## src/rtl/div_32bit_seq.sv

```systemverilog
// Multicycle signed divider: restoring shift-subtract on operand magnitudes,
// one quotient bit per cycle, result re-signed on completion.
module div_32bit_seq #(
  parameter int WIDTH = 32
) (
  input  logic             clock,
  input  logic             reset,
  input  logic             ctrl_DIV,
  input  logic [WIDTH-1:0] data_operandA,
  input  logic [WIDTH-1:0] data_operandB,
  output logic [WIDTH-1:0] data_result,
  output logic             data_exception,
  output logic             data_resultRDY,
  output logic             busy
);

  localparam int CW = $clog2(WIDTH + 1);

  typedef enum logic [1:0] {IDLE, RUN, DONE} state_t;

  state_t           state_q;
  logic [CW-1:0]    cnt_q;
  logic [WIDTH:0]   rem_q;
  logic [WIDTH-1:0] quo_q;
  logic [WIDTH-1:0] div_q;
  logic             sign_q;
  logic             dbz_q;
  logic [WIDTH-1:0] result_q;
  logic             exc_q;
  logic             rdy_q;
  logic             busy_q;

  logic [WIDTH-1:0] abs_a;
  logic [WIDTH-1:0] abs_b;
  logic [WIDTH+1:0] trial;
  logic             fits;
  logic [WIDTH:0]   rem_d;
  logic [WIDTH-1:0] quo_d;
  logic [WIDTH-1:0] quo_neg;

  always_comb begin
    abs_a = data_operandA[WIDTH-1] ? (~data_operandA + WIDTH'(1)) : data_operandA;
    abs_b = data_operandB[WIDTH-1] ? (~data_operandB + WIDTH'(1)) : data_operandB;
    // Shifted remainder minus divisor; one extra bit keeps the sign of the trial exact.
    trial   = {rem_q, quo_q[WIDTH-1]} + ~{2'b00, div_q} + (WIDTH+2)'(1);
    fits    = ~trial[WIDTH+1];
    rem_d   = fits ? trial[WIDTH:0] : {rem_q[WIDTH-1:0], quo_q[WIDTH-1]};
    quo_d   = {quo_q[WIDTH-2:0], fits};
    quo_neg = ~quo_d + WIDTH'(1);
  end

  always_ff @(posedge clock) begin
    if (reset) begin
      state_q  <= IDLE;
      cnt_q    <= '0;
      rem_q    <= '0;
      quo_q    <= '0;
      div_q    <= '0;
      sign_q   <= 1'b0;
      dbz_q    <= 1'b0;
      result_q <= '0;
      exc_q    <= 1'b0;
      rdy_q    <= 1'b0;
      busy_q   <= 1'b0;
    end else begin
      rdy_q <= 1'b0;
      if (ctrl_DIV) begin
        // A start in any state discards whatever was in flight.
        state_q <= RUN;
        cnt_q   <= '0;
        rem_q   <= '0;
        quo_q   <= abs_a;
        div_q   <= abs_b;
        sign_q  <= data_operandA[WIDTH-1] ^ data_operandB[WIDTH-1];
        dbz_q   <= (data_operandB == '0);
        busy_q  <= 1'b1;
      end else begin
        case (state_q)
          RUN: begin
            rem_q <= rem_d;
            quo_q <= quo_d;
            cnt_q <= cnt_q + CW'(1);
            if (cnt_q == CW'(WIDTH - 1)) begin
              state_q  <= DONE;
              rdy_q    <= 1'b1;
              exc_q    <= dbz_q;
              result_q <= dbz_q ? '0 : (sign_q ? quo_neg : quo_d);
            end
          end
          DONE: begin
            state_q <= IDLE;
            busy_q  <= 1'b0;
          end
          default: begin
            state_q <= IDLE;
            busy_q  <= 1'b0;
          end
        endcase
      end
    end
  end

  assign data_result    = result_q;
  assign data_exception = exc_q;
  assign data_resultRDY = rdy_q;
  assign busy           = busy_q;

endmodule

```

## config.mk

```make
export PLATFORM = sky130hd
export DESIGN_NAME = div_32bit_seq
export DESIGN_NICKNAME = d
export VERILOG_FILES = /design/src/rtl/div_32bit_seq.sv
export SDC_FILE = /design/constraint.sdc
export NUM_CORES = 1
export LEC_CHECK = 0
export CAP_MARGIN = 20
export CORE_ASPECT_RATIO = 0.9
export CORE_UTILIZATION = 59
export CTS_BUF_LIST = sky130_fd_sc_hd__clkbuf_4
export CTS_CLUSTER_DIAMETER = 30
export CTS_CLUSTER_SIZE = 16
export DETAILED_ROUTE_END_ITERATION = 8
export HOLD_SLACK_MARGIN = 0.1
export PLACE_DENSITY = 0.82
export SLEW_MARGIN = 20
export SYNTH_ARGS = -nofsm -noshare
export SYNTH_HDL_FRONTEND = slang
export SYNTH_SLANG_ARGS = --single-unit
```

## constraint.sdc

```tcl
create_clock -name clock -period 4.5 [get_ports clock]
set_input_delay 0.9 -clock clock [delete_from_list [all_inputs] [get_ports clock]]
set_output_delay 0.9 -clock clock [all_outputs]
set_load 0.05 [all_outputs]
```

==> impl_metrics.py <==
metrics = {
    "run_status": {
        "status": "finished clean",
    },
    "synth": {
        "syn_inst": 1180,
        "syn_area_um2": 9160,
        "syn_area_per_cell_um2": 7.76,
        "ys_types": 63,
        "ys_ff_latch": 142,
        "ys_seq_area_share_pct": 31.0,
        "async_flop_share_pct": 0,
        "synth_warnings": 0,
        "syn_nets": 1284,
        "synth_edf_count": 0,
        "ys.flop_type": "dfxtp_1",
    },
    "clock_network": {
        "path_clk_slew_ns": 0.13,
        "clockBufferDepth": 2,
        "cts_tree": "built",
        "ctsHoldBuffers": 0,
        "post_cts_resize_count": 0,
        "root_buffer": "clkbuf_4",
        "htreeDepth": 4,
        "clk_latency_ns": 0.58,
        "post-cts-setup-buffers": 0,
        "clock-sinks": 142,
        "cts_buffers": 17,
    },
    "floorplan": {
        "core-area_um2": 14900,
        "start_util_pct": 61.4,
        "die_area_um2": 16000,
        "io_pins": 102,
        "die_height_um": 120,
        "die_w_um": 133,
        "rows": 42,
    },
    "min_path": {
        "hold_class": "register to register",
        "min_path_cells": 2,
    },
    "worst_setup_path": {
        "cp_slowest_cell": "o41ai_1",
        "path_cells": "inv_1 -> ha_1 -> a21oi_1 -> o21ai_0 -> a211o_1 -> o21ba_2 -> o211ai_1 -> a221oi_4 -> inv_2 -> ha_1 -> nor2b_1 -> nand4_1 -> o41ai_1 -> xor2_1 -> nor3_1 -> a21oi_1 -> nor2_1",
        "ff2ff_path_depth": 17,
        "worstSetupPathType": "register to register",
        "arrival_ns": 4.37,
        "critical_path.startpoint_type": "register",
        "critPathRequiredTime_ns": 4.93,
        "end_kind": "register",
        "cp_max_fo": 6,
        "cpPeakStageDelay_ns": 0.45,
    },
    "timing": {
        "timing.final.ws_setup_ns": 0.556,
        "finClkSkew_ns": 0.0318,
        "rsz0062_at_grt": "false",
        "hold_ws_ns": 0.471,
        "fin_tns_setup_ns": 0,
        "hold_viol": 0,
        "max_freq_ghz": 0.254,
        "worst_slew_pin_slew_ns": 1.06,
        "post-route-period-util_pct": 87.6,
        "fin_crit_ns": 3.94,
        "drv_slew": 0,
        "slew-limit-headroom_pct": 29.1,
        "setup_viol": 0,
    },
    "cells_and_area": {
        "drive_above_1_share_pct": 5.98,
        "layout_common_cells": "dfxtp_1, nor2_1, nand2_1, a21oi_1, clkdlybuf4s50_1",
        "final_common_cell": "dfxtp_1",
        "fill_cells": 1258,
        "nets": 1346,
        "synthToLayoutAreaGrowth_pct": 15.2,
    },
    "global_route": {
        "antenna_found_initial": 1,
        "grt_util_all_layers_pct": 30.5,
        "grt.overflow.total": 0,
        "grt_start_max_net_pins": 99,
        "grt_pass1_vias": 7890,
        "grt_pass1_wl_um": 39300,
    },
    "drt": {
        "drt_iter0_drc": 874,
        "viasPerCell": 6.11,
        "wl_per_cell_um": 16.5,
        "ant_nets": 0,
        "firstDrtPassIters": 7,
        "drcViolationCount": 0,
        "drt-total-wl_um": 24000,
        "vias": 8877,
    },
    "pwr": {
        "p_leak_nw": 3.94,
        "peakVddDrop_mv": 0.289,
        "powerDensity_nw_per_um2": 303,
        "power_w": 0.00320,
    },
    "placement": {
        "pre_cts_ws_ns": 0.506,
        "io_buffers": 101,
        "gp_congestion": 0.912,
        "dp_hpwl_um": 17000,
    },
    "flow_run": {
        "cap_violations": 0,
    },
}
[cell usage after synthesis, types with 18 or more instances]
| cell | instances | area, um^2 |
|---|---|---|
| o31ai_1 | 23 | 173 |
| and2_1 | 19 | 119 |
| xor2_1 | 74 | 648 |
| xnor2_1 | 39 | 342 |
| ha_1 | 36 | 450 |
| nand2_1 | 117 | 439 |
| nor2_1 | 123 | 462 |
| a211oi_1 | 77 | 578 |
| a21oi_1 | 106 | 531 |
| or3_1 | 18 | 113 |
| dfxtp_1 | 142 | 2840 |
| mux2i_1 | 19 | 190 |
| o21ai_0 | 87 | 435 |
| clkbuf_1 | 51 | 191 |
| inv_1 | 48 | 180 |
[state kept, by name, indices dropped and copies added (netlist names)]
signal / flops
rem_q: 33
dbz_q: 1
data_exception: 1
data_resultRDY: 1
busy: 1
quo_q: 32
cnt_q: 6
sign_q: 1
state_q: 2
data_result: 32
div_q: 32
[through the flow]
step                      util [%]  instances  area (um^2)
after floorplan                  -       1180         9160
after global placement        68.7       1421        10300
after detailed placement      68.7       1421        10300
after CTS                     70.7       1453        10600
after global routing          70.7       1454        10600
final                         70.7       1454        10600
[layer usage]
layer  track usage, %  share of wire [%]
met1             46.9                 50
met4             7.24                1.2
met5                0                  0
met3             5.16                8.5
met2             43.5                 41
[final cells by class]
class	instances	area (um^2)	share of cell area, %
sequential	142	2840	26.9
inverter	49	184	1.74
timing repair buffer	112	1080	10.2
antenna	1	2.50	0.0237
tap	198	248	2.35
multi-input combinational	920	5890	55.8
clock buffer	18	135	1.28
clock inverter	14	168	1.59
[cells by family after synthesis]
group	share of synthesized area, %
AO/OA/AOI/OAI	26.4
XOR/XNOR	10.8
adder cells (fa/ha/maj)	5.14
buffers and inverters	4.90
flip-flops	31.0
multiplexers	2.08
AND/OR/NAND/NOR	19.6
[critical path, delay by kind of cell (launching register included)]
| family | cells | cell delay, ns |
|---|---|---|
| XOR/XNOR | 1 | 0.25 |
| AO/OA/AOI/OAI | 8 | 2.00 |
| flip-flops | 1 | 0.35 |
| AND/OR/NAND/NOR | 4 | 0.60 |
| buffers and inverters | 2 | 0.12 |
| adder cells (fa/ha/maj) | 2 | 0.49 |
[where the power goes]
part,total (W),switching (W),internal [W],leakage (nW)
combinational,0.000914,0.000534,0.000381,2.62
sequential,0.00139,0.0000727,0.00132,1.16
clock,0.000897,0.000506,0.000391,0.159
[path summary, 6_finish.rpt]
check | start | end | slack [ns]
min | data_result[17]$_SDFFE_PP0P_ | data_result[17]$_SDFFE_PP0P_ | 0.47
max | div_q[6]$_SDFFE_PP0P_ | data_result[22]$_SDFFE_PP0P_ | 0.56
max reg2reg | div_q[6]$_SDFFE_PP0P_ | data_result[22]$_SDFFE_PP0P_ | 0.56
min reg2reg | data_result[17]$_SDFFE_PP0P_ | data_result[17]$_SDFFE_PP0P_ | 0.47
No activity file was read; power rests on OpenSTA's default activity.
